### src/rtl/pipelined_barrel_shifter_pkg.sv
// shifter_pkg: operation encoding and width helper shared by the barrel shifter files
package shifter_pkg;
  typedef enum logic [1:0] {
    SHIFT_SRL = 2'd0,
    SHIFT_SRA = 2'd1,
    SHIFT_SLL = 2'd2,
    SHIFT_ROR = 2'd3
  } shift_op_e;
  function automatic int clog2w(input int n);
    return $clog2(n);
  endfunction
endpackage

### src/rtl/pipelined_barrel_shifter_stage.sv
// shift_stage: one 2^STAGE level of the barrel shifter plus its pipeline registers (tag carried when SHIFT_TAG_EN)
module shift_stage import shifter_pkg::*; #(
  parameter int WIDTH = 32,
  parameter int STAGE = 0
`ifdef SHIFT_TAG_EN
  , parameter int TAG_W = 4
`endif
) (
  input  logic                      clk,
  input  logic                      rst_n,
  input  logic                      en,
  input  logic                      in_valid,
  input  logic [WIDTH-1:0]          in_data,
  input  logic [clog2w(WIDTH)-1:0]  in_shamt,
  input  shift_op_e                 in_op,
`ifdef SHIFT_TAG_EN
  input  logic [TAG_W-1:0]          in_tag,
  output logic [TAG_W-1:0]          out_tag,
`endif
  output logic                      out_valid,
  output logic [WIDTH-1:0]          out_data,
  output logic [clog2w(WIDTH)-1:0]  out_shamt,
  output shift_op_e                 out_op
);
  localparam int S = 1 << STAGE;
  logic [WIDTH-1:0] shifted;
  // this level's mux: shift by S when its own shamt bit is set, otherwise pass through
  always_comb begin
    shifted = !in_shamt[STAGE]   ? in_data :
              in_op == SHIFT_SRL ? in_data >> S :
              in_op == SHIFT_SRA ? {{S{in_data[WIDTH-1]}}, in_data[WIDTH-1:S]} :
              in_op == SHIFT_SLL ? in_data << S :
                                   {in_data[S-1:0], in_data[WIDTH-1:S]};
  end
  // stage registers advance together under the global enable
  always_ff @(posedge clk or negedge rst_n) begin
    if (!rst_n) begin
      out_valid <= 1'b0;
      out_data  <= '0;
      out_shamt <= '0;
      out_op    <= SHIFT_SRL;
`ifdef SHIFT_TAG_EN
      out_tag   <= '0;
`endif
    end else if (en) begin
      out_valid <= in_valid;
      out_data  <= shifted;
      out_shamt <= in_shamt;
      out_op    <= in_op;
`ifdef SHIFT_TAG_EN
      out_tag   <= in_tag;
`endif
    end
  end
endmodule

### src/rtl/pipelined_barrel_shifter.sv
// pipelined_barrel_shifter: log2(WIDTH)-stage SRL/SRA/SLL/ROR shifter with global-stall handshake; SHIFT_TAG_EN adds a sideband tag
module pipelined_barrel_shifter import shifter_pkg::*; #(
  parameter int WIDTH = 32
`ifdef SHIFT_TAG_EN
  , parameter int TAG_W = 4
`endif
) (
  input  logic                      clk,
  input  logic                      rst_n,
  input  logic                      in_valid,
  output logic                      in_ready,
  input  logic [WIDTH-1:0]          in_data,
  input  logic [clog2w(WIDTH)-1:0]  in_shamt,
  input  logic [1:0]                in_op,
`ifdef SHIFT_TAG_EN
  input  logic [TAG_W-1:0]          in_tag,
  output logic [TAG_W-1:0]          out_tag,
`endif
  output logic                      out_valid,
  input  logic                      out_ready,
  output logic [WIDTH-1:0]          out_data,
  output logic                      busy,
  output logic [clog2w(WIDTH):0]    inflight
);
  localparam int SHAMT_W = clog2w(WIDTH);
  logic               v [SHAMT_W+1];
  logic [WIDTH-1:0]   d [SHAMT_W+1];
  logic [SHAMT_W-1:0] s [SHAMT_W+1];
  shift_op_e          o [SHAMT_W+1];
`ifdef SHIFT_TAG_EN
  logic [TAG_W-1:0]   t [SHAMT_W+1];
  assign t[0]    = in_tag;
  assign out_tag = t[SHAMT_W];
`endif
  logic adv, acc, hs;
  assign adv       = ~out_valid | out_ready;
  assign in_ready  = adv;
  assign acc       = in_valid & adv;
  assign hs        = out_valid & out_ready;
  assign v[0]      = in_valid;
  assign d[0]      = in_data;
  assign s[0]      = in_shamt;
  assign o[0]      = shift_op_e'(in_op);
  assign out_valid = v[SHAMT_W];
  assign out_data  = d[SHAMT_W];
  assign busy      = inflight != '0;
  for (genvar g = 0; g < SHAMT_W; g++) begin : g_stage
    shift_stage #(
      .WIDTH(WIDTH),
      .STAGE(g)
`ifdef SHIFT_TAG_EN
      , .TAG_W(TAG_W)
`endif
    ) u_stage (
      .clk      (clk),
      .rst_n    (rst_n),
      .en       (adv),
      .in_valid (v[g]),
      .in_data  (d[g]),
      .in_shamt (s[g]),
      .in_op    (o[g]),
`ifdef SHIFT_TAG_EN
      .in_tag   (t[g]),
      .out_tag  (t[g+1]),
`endif
      .out_valid(v[g+1]),
      .out_data (d[g+1]),
      .out_shamt(s[g+1]),
      .out_op   (o[g+1])
    );
  end
  // occupancy tracks accepts minus output handshakes
  always_ff @(posedge clk or negedge rst_n) begin
    if (!rst_n) inflight <= '0;
    else if (acc & ~hs) inflight <= inflight + 1'b1;
    else if (hs & ~acc) inflight <= inflight - 1'b1;
  end
endmodule

### config.mk
export PLATFORM = sky130hd
export DESIGN_NAME = pipelined_barrel_shifter
export DESIGN_NICKNAME = d
export VERILOG_FILES = /design/src/rtl/pipelined_barrel_shifter_pkg.sv /design/src/rtl/pipelined_barrel_shifter_stage.sv /design/src/rtl/pipelined_barrel_shifter.sv
export SDC_FILE = /design/constraint.sdc
export NUM_CORES = 1
export LEC_CHECK = 0
export CAP_MARGIN = 20
export CORE_ASPECT_RATIO = 0.9
export CORE_UTILIZATION = 53
export DETAILED_ROUTE_END_ITERATION = 7
export PLACE_DENSITY = 0.87
export SYNTH_ARGS = -nofsm -noshare
export SYNTH_HDL_FRONTEND = slang
export SYNTH_SLANG_ARGS = --single-unit
### constraint.sdc
create_clock -name clk -period 1.6 [get_ports clk]
set_input_delay 0.16 -clock clk [delete_from_list [all_inputs] [get_ports clk]]
set_output_delay 0.16 -clock clk [all_outputs]
set_load 0.02 [all_outputs]
# ---- Word-level counts from Yosys, hierarchy flattened
# Index checks and enable logic that the tools add are counted.
dict set report word_totals {
  output_inout_bits 41
  ram_bits 0
  mem_bits_ro 0
  register_bits 199
  wordCells 68
  latchBits 0
  memories 0
}
dict set report op_classes {
  n_shift 0
  n_div 0
  bitwise_logic 8
  n_eq_ne 10
  muxes 22
  mul 0
  n_addsub 2
  n_reduce_logical 7
  n_lt_le_gt_ge 0
}
# operator count
set op_table {}
lappend op_table {{two-way mux 32 bit} 19}
lappend op_table {{two-way mux 16 bit} 1}
lappend op_table {{two-way mux 6 bit} 2}
lappend op_table {{== test 2 x 1 -> 1 bit (second input constant)} 5}
lappend op_table {{== test 2 bit (second input constant)} 5}
lappend op_table {{logical NOT 2 bit} 5}
lappend op_table {{adder 6 x 1 -> 6 bit (second input constant)} 1}
lappend op_table {{nonzero test 6 bit} 1}
lappend op_table {{subtractor 6 x 1 -> 6 bit (second input constant)} 1}
lappend op_table {{bitwise AND 1 bit} 4}
lappend op_table {{inverter 1 bit} 3}
lappend op_table {{nonzero test 2 bit} 1}
lappend op_table {{OR 1 bit} 1}

# ---- Depth between registers and ports, before layout
# Gate-level depths: netlist of run 1.
dict set report depth {
  depth_word 7
  ltp_mapped 7
  mapped_depth_nobuf 7
}

# ---- Modules after synthesis
# Synthesis of run 1 repeated with hierarchy kept, for this count alone.
dict set report hier_totals {
  hier_cells 1049
  area_unflattened_um2 10941.7
}
# module instances seq_area_each_um2 cells_each area_each_um2
set by_module_without_submodules {}
lappend by_module_without_submodules {{shift_stage (g_stage[0].u_stage)} 1 1001.0 200 2142.1}
lappend by_module_without_submodules {{shift_stage (g_stage[1].u_stage)} 1 1001.0 201 2142.1}
lappend by_module_without_submodules {{shift_stage (g_stage[3].u_stage)} 1 1001.0 207 2129.5}
lappend by_module_without_submodules {{shift_stage (g_stage[2].u_stage)} 1 1001.0 202 2098.3}
lappend by_module_without_submodules {{shift_stage (g_stage[4].u_stage)} 1 1001.0 198 1993.2}
lappend by_module_without_submodules {pipelined_barrel_shifter 1 150.1 41 436.7}

# ---- Worst setup path after synthesis of run 1
# Ideal clock, no wire load.
dict set report synth_timing {
  path_kind {reg2reg}
  from {register g_stage[4].u_stage.out_valid}
  to {register inflight[4]}
  t_required_ns 1.505
  n_path_buf 0
  t_arrival_ns 1.697
  setup_ns 0.095
  path_stages_with_launch 8
  slack_ns -0.193
  cell_sequence {dfrtp_1 -> nand2b_1 -> inv_1 -> fa_1 -> nor2b_1 -> o21ai_0 -> nor3b_1 -> o31ai_1}
}
dict set report synth_via {
  elab_chain_len 6
  elab_cells_between_ends 10
}
# item line_no
set synth_lines {}
lappend synth_lines {{start: declaration} pipelined_barrel_shifter_stage.sv:20} ;# output logic out_valid,
lappend synth_lines {{start signal: assignment} pipelined_barrel_shifter_stage.sv:46} ;# out_valid <= in_valid;
lappend synth_lines {{inverter 1 bit} pipelined_barrel_shifter.sv:36} ;# assign adv = ~out_valid | out_ready;
lappend synth_lines {{OR 1 bit} pipelined_barrel_shifter.sv:36}
lappend synth_lines {{bitwise AND 1 bit} pipelined_barrel_shifter.sv:38} ;# assign acc = in_valid & adv;
lappend synth_lines {{inverter 1 bit} pipelined_barrel_shifter.sv:76} ;# else if (hs & ~acc) inflight <= inflight - 1'b1;
lappend synth_lines {{bitwise AND 1 bit} pipelined_barrel_shifter.sv:76}
lappend synth_lines {{nonzero test 2 bit (no line)} n/a}
lappend synth_lines {{end signal: assignment} pipelined_barrel_shifter.sv:75} ;# else if (acc & ~hs) inflight <= inflight + 1'b1;
lappend synth_lines {{end signal: assignment} pipelined_barrel_shifter.sv:76}
lappend synth_lines {{end: declaration} pipelined_barrel_shifter.sv:23} ;# output logic [clog2w(WIDTH):0] inflight
# Parallel ways exist; a longest one is shown, timed or not.
# A chain may end at the register's enable or synchronous reset.

# ---- Worst setup path in the final report of run 1
# Same ends and word-level chain as after synthesis.

==> results of run 1 <==
## flip-flops by register name, summed over array words and instances (netlist names)
signal,cells
g_stage.u_stage.out_op,8
g_stage.u_stage.out_data,160
g_stage.u_stage.out_valid,5
inflight,6
g_stage.u_stage.out_shamt,10
## worst max-delay path: stages (launching register included)
cell	delay, ns
dfrtp_2	0.42
nand2b_4	0.19
ha_1	0.31
nor2b_2	0.17
o21ai_2	0.13
nor3b_1	0.24
o31ai_1	0.11
## cell type report
type | count | area, um2 | area share
clock buffer | 20 | 447 | 0.0362
clock inverter | 10 | 141 | 0.0115
inverter | 11 | 41.3 | 0.00334
multi-input combinational | 868 | 5040 | 0.409
sequential | 189 | 4730 | 0.383
tap | 250 | 313 | 0.0253
timing repair buffer | 152 | 1630 | 0.132
## cells by family (layout without fill, tap and decap cells)
kind of cell               after synthesis  count (layout)  synth area share
and+or+nand+nor                        491             491             0.195
AOI/OAI and AO/OA                      326             326             0.224
DFF                                    189             189             0.452
buffers and inverters                  146             193            0.0771
muxes                                   42              42            0.0416
adders and majority gates                6               6           0.00789
xor gates and xnor gates                 3               3           0.00251
## layer usage
layer / up-vias / wire, um / GRT usage
met3: 44 / 1030 / 0.0431
met5: - / 0 / 0
li1: 4235 / - / -
met1: 4254 / 11100 / 0.343
met2: 266 / 11800 / 0.410
met4: 0 / 548 / 0.0932
## cells in the mapped netlist (6+ instances only)
master / n
a211oi_1: 42
a21o_1: 85
a21oi_1: 21
a22oi_1: 11
a311oi_1: 44
a31oi_1: 36
and3_1: 24
buf_2: 45
buf_4: 36
buf_6: 6
clkbuf_1: 44
dfrtp_1: 189
inv_1: 10
mux2_2: 12
mux2i_1: 30
nand2_1: 279
nor2_1: 132
nor2b_1: 38
o21ai_0: 40
o31ai_1: 32
o31ai_2: 8
## per-stage QoR
step / power, mW / instance area, um2 / hold WS (ns) / setup WS, ns / utilization
floorplan: 17.5 / 10500 / -0.136 / 0.00908 / -
global placement: 20.6 / 11600 / 0.135 / -0.194 / 0.604
detailed placement: 21.3 / 11600 / 0.144 / -0.285 / 0.604
CTS: 25.7 / 12200 / 0.246 / -0.0332 / 0.635
global route: 27.7 / 12300 / 0.266 / -0.132 / 0.640
finish: 25.8 / 12300 / 0.238 / -0.0836 / 0.640
## power groups by stage
| stage | Sequential, mW | Combinational (mW) | Clock, mW |
|---|---|---|---|
| after floorplan | 8.61 | 8.91 | 0 |
| after global placement | 9.26 | 11.4 | 0 |
| after detailed placement | 9.40 | 11.9 | 0 |
| after CTS | 9.35 | 12.0 | 4.34 |
| after global routing | 9.68 | 13.4 | 4.56 |
| final | 9.40 | 12.1 | 4.30 |
## how the worst max path moves through the flow
stage | endpoint | slack (ns) | cells past startpoint
floorplan | inflight[4]$_DFFE_PN0P_ | 0.009 | 6
detailed placement | inflight[4]$_DFFE_PN0P_ | -0.28 | 7
global placement | inflight[4]$_DFFE_PN0P_ | -0.19 | 7
CTS | inflight[4]$_DFFE_PN0P_ | -0.03 | 6
finish | inflight[4]$_DFFE_PN0P_ | -0.08 | 6
global route | inflight[4]$_DFFE_PN0P_ | -0.13 | 6
## timing repair
item                                    4_1_cts  5_1_grt
resized for setup                            19       29
pin swaps                                     2        5
hold endpoints to repair                     43        0
hold buffers                                  1        0
buffers inserted                              0        1
gates cloned                                  0        0
endpoints found under the setup margin       12       25
==> metrics, run 1 <==
status finished with violations; failing checks setup timing; Hold Violations, Final 0; combinational power share 0.470; drt initial violations 607; Yosys warning total 0; gp weighted congestion 0.899; Mean Syn Cell Area 8.70 um2; ANT cells 0; max-slew violations 0; worst endpoint required time 1.92 ns; Switching Power 10.6 mW; DRT Pass-1 Iters 6; Critical Path Fanout Max 6; Tcrit/Tclk final 1.05; global-route wire length before repair 40.9 mm; final non-filler cell total 1500; largest net degree at the start of global routing 67; skew final 0.00908 ns; clock transition at the registers of the reported paths 0.07 ns; kind of critical path flop to flop; FF-to-FF path depth 6; Post-synth EDFFs 0; slack of the critical path -0.0836 ns; die area 0.0203 mm2; crit path DAT 2.00 ns; clock insertion delay at the later pin of the skew report 0.43 ns; post-route ant nets 0; Setup violations, final 1; Peak supply drop 0.893 mV; min cycle time layout 1.68 ns; Worst-Margin Slew 0.563 ns; number of remaining DRC errors 0; Synth area leader dfrtp_1; Clock power frac 0.166; Starting Density 0.543; final net count 1288; CTS Buf Count 17; DR vias 8799; PortBufs 83; CP startpoint g_stage[4].u_stage.out_valid$_DFFE_PN0N_; initial antenna violation count 0; Fill cells 1487; hpwl dp 17.1 mm; start of the worst register-to-register path g_stage[4].u_stage.out_valid$_DFFE_PN0N_; die height 135 um; capturing point of the worst reg2reg path inflight[4]$_DFFE_PN0P_; Die X-Extent 150 um; switching part of the total 0.410; HP Class input pin to async pin; Overflow after GRT 0; predominant post-synthesis flop cell dfrtp_1; total leakage power 5.84 nW; DR WL/cell 16.3 um; GRT Overall Usage 0.254; row count 48; Area Overhead vs Synth 17.9%; Core Region 0.0193 mm2; dpl cells 1468; Mapped Nets 1252; relative slew slack 0.624; commonest non-fill, non-tap cell in the layout nand2_1; Highest Clock Rate 594 MHz; Post-synth ARST share 1.00; Startpoint Class flop; most frequent cells in the layout nand2_1, dfrtp_1, nor2_1, a21o_1, clkdlybuf4s50_1; area of the mapped netlist 0.0105 mm2; register bit total from synthesis 189; post-synth top area share 0.452; flop2flop setup slack -0.08 ns; Synth cell types 42; Via density 5.87; TritonCTS clock tree built; Clock Path Buffers 2; H-tree levels 4; Int Pwr 15.2 mW; vias in the first global route 8226; clock root cell clkbuf_16; RSZ-0062 raised after global routing yes; cell count after synthesis 1203; PwrDens 2090 mW/mm2; IO Count 84; ranking of synthesized cells by area dfrtp_1, nand2_1, a21o_1; share of layout cells above drive strength 1 0.114; Reg power frac 0.364; MaxCap Viol Count 0; sum of negative setup slack -0.0836 ns; clock sink count 189; Detailed Route WL 24.4 mm; part of the Yosys area used for sequential elements 0.452; Worst setup EP type flop
No activity file was read; power rests on OpenSTA's default activity.
==> run 2, diff against run 1 <==
--- a/config.mk
+++ b/config.mk
@@ -8,6 +8,7 @@
 export CAP_MARGIN = 20
 export CORE_ASPECT_RATIO = 0.9
 export CORE_UTILIZATION = 53
+export CTS_CLUSTER_SIZE = 30
 export DETAILED_ROUTE_END_ITERATION = 7
 export PLACE_DENSITY = 0.87
 export SYNTH_ARGS = -nofsm -noshare
==> results of run 2 <==
The final DEF is identical to that of run 1; final timing and power are the same.
==> run 3, diff against run 2 <==
--- a/config.mk
+++ b/config.mk
@@ -11,6 +11,7 @@
 export CTS_CLUSTER_SIZE = 30
 export DETAILED_ROUTE_END_ITERATION = 7
 export PLACE_DENSITY = 0.87
+export RECOVER_POWER = 25
 export SYNTH_ARGS = -nofsm -noshare
 export SYNTH_HDL_FRONTEND = slang
 export SYNTH_SLANG_ARGS = --single-unit
==> run 3 against run 2 <==
  * The run still ends with setup timing left
  * Design area is 0.25% lower
  * Non-clock buffer count stayed put
  * Setup slack better by 0.0034 ns
  * Sequential share of layout area is 0.097 points higher
  * Critical endpoint unchanged
==> metrics, run 3 (synthesis results as in run 1) <==
DR WL/cell 16.3 um; H-tree levels 4; Highest Clock Rate 595 MHz; relative slew slack 0.550; skew final 0.00945 ns; max reg flops 160; Die X-Extent 150 um; max-slew violations 0; HP Class input pin to async pin; row count 48; Core Region 0.0193 mm2; slack of the critical path -0.0802 ns; DRT Pass-1 Iters 6; DR vias 8809; post-layout util 0.639; worst endpoint required time 1.92 ns; most frequent cells in the layout nand2_1, dfrtp_1, nor2_1, a21o_1, clkdlybuf4s50_1; largest net degree at the start of global routing 67; Setup violations, final 1; commonest non-fill, non-tap cell in the layout nand2_1; start of the worst register-to-register path g_stage[4].u_stage.out_valid$_DFFE_PN0N_; drt initial violations 586; min cycle time layout 1.68 ns; FF-to-FF path depth 6; hpwl dp 17.1 mm; CTS Buf Count 17; global-route wire length before repair 40.9 mm; Detailed Route WL 24.5 mm; Overflow after GRT 0; Largest Register g_stage.u_stage.out_data; initial antenna violation count 0; DP Area 0.0116 mm2; gp weighted congestion 0.899; Tcrit/Tclk final 1.05; PwrDens 2100 mW/mm2; MaxCap Viol Count 0; GRT Overall Usage 0.254; clock insertion delay at the later pin of the skew report 0.44 ns; number of remaining DRC errors 0; clock root cell clkbuf_16; Critical Path Fanout Max 6; Starting Density 0.543; design area 0.0123 mm2; clock sink count 189; failing checks setup timing; ANT cells 0; TritonCTS clock tree built; Peak supply drop 0.894 mV; crit path DAT 2.00 ns; status finished with violations; Worst Setup EP inflight[4]$_DFFE_PN0P_; Hold Violations, Final 0; Startpoint Class flop; Worst-Margin Slew 0.675 ns; flop2flop setup slack -0.08 ns; kind of critical path flop to flop; Area Overhead vs Synth 17.6%; RSZ-0062 raised after global routing yes; Worst setup EP type flop; clock transition at the registers of the reported paths 0.07 ns; capturing point of the worst reg2reg path inflight[4]$_DFFE_PN0P_; Via density 5.87; vias in the first global route 8226; Clock Path Buffers 2; die area 0.0203 mm2; PortBufs 83; final net count 1288; CP startpoint g_stage[4].u_stage.out_valid$_DFFE_PN0N_; die height 135 um; post-route ant nets 0; IO Count 84; total leakage power 5.82 nW; share of layout cells above drive strength 1 0.113; Largest regs g_stage.u_stage.out_data x160, g_stage.u_stage.out_shamt x10, g_stage.u_stage.out_op x8
-- run 3: cell count changes in the layout (fill, tap and decap cells not counted), sizes merged --
cell and delta:
buf -4, clkbuf +4
-- run 3: per-stage QoR --
stage	instances	setup WS [ns]	power [mW]	hold slack, ns	setup TNS [ns]
3_5_place_dp	1468	-0.285	21.3	0.144	-1.62
4_1_cts	1499	-0.0332	25.7	0.246	-0.0350
5_1_grt	1500	-0.132	27.7	0.266	-0.289
6_report	1500	-0.0802	25.8	0.224	-0.0802
2_1_floorplan	1203	0.00908	17.5	-0.136	0
3_3_place_gp	1468	-0.194	20.6	0.135	-0.527
-- run 3: power breakdown --
group | internal, mW | total [mW] | switching (mW)
Sequential | 7.06 | 9.40 | 2.34
Combinational | 5.68 | 12.1 | 6.45
Clock | 2.49 | 4.30 | 1.81
Total | 15.2 | 25.8 | 10.6
-- run 3: area by class of cell --
type                    instances  area (um2)
fillers                      1491        6970
clock buffers                  20         447
well taps                     250         313
multi-input cells             868        5040
repair buffers                152        1600
inverters                      11        41.3
clock inverters                10         141
flip-flops and latches        189        4730
-- run 3: critical path, cell delays in order (launching register included) --
cell and delay [ns]:
dfrtp_2 0.42, nand2b_4 0.19, ha_1 0.31, nor2b_2 0.17, o21ai_2 0.13, nor3b_1 0.24
o31ai_1 0.11
-- run 3: per-layer routing --
metal | wire length [um] | global-route usage
met1 | 10900 | 0.343
met2 | 11800 | 0.410
met3 | 1180 | 0.0431
met4 | 567 | 0.0932
met5 | 0 | 0
-- run 3: repair_timing --
item,4_1_cts,5_1_grt
hold buffers,1,0
hold endpoints to repair,43,0
pin swaps,2,5
gates resized for setup,19,29
endpoints found under the setup margin,12,25
cloned,0,0
setup buffers,0,1
-- run 3: worst min-delay path by stage --
stage | from | endpoint | slack [ns] | cells past startpoint
floorplan | rst_n | g_stage[0].u_stage.out_data[0]$_DFFE_PN0N_ | -0.14 | 0
global placement | rst_n | inflight[1]$_DFFE_PN0P_ | 0.14 | 1
detailed placement | rst_n | g_stage[4].u_stage.out_data[0]$_DFFE_PN0N_ | 0.14 | 1
CTS | rst_n | inflight[1]$_DFFE_PN0P_ | 0.25 | 2
global route | in_shamt[4] | g_stage[0].u_stage.out_shamt[4]$_DFFE_PN0N_ | 0.27 | 3
finish | rst_n | inflight[1]$_DFFE_PN0P_ | 0.22 | 2
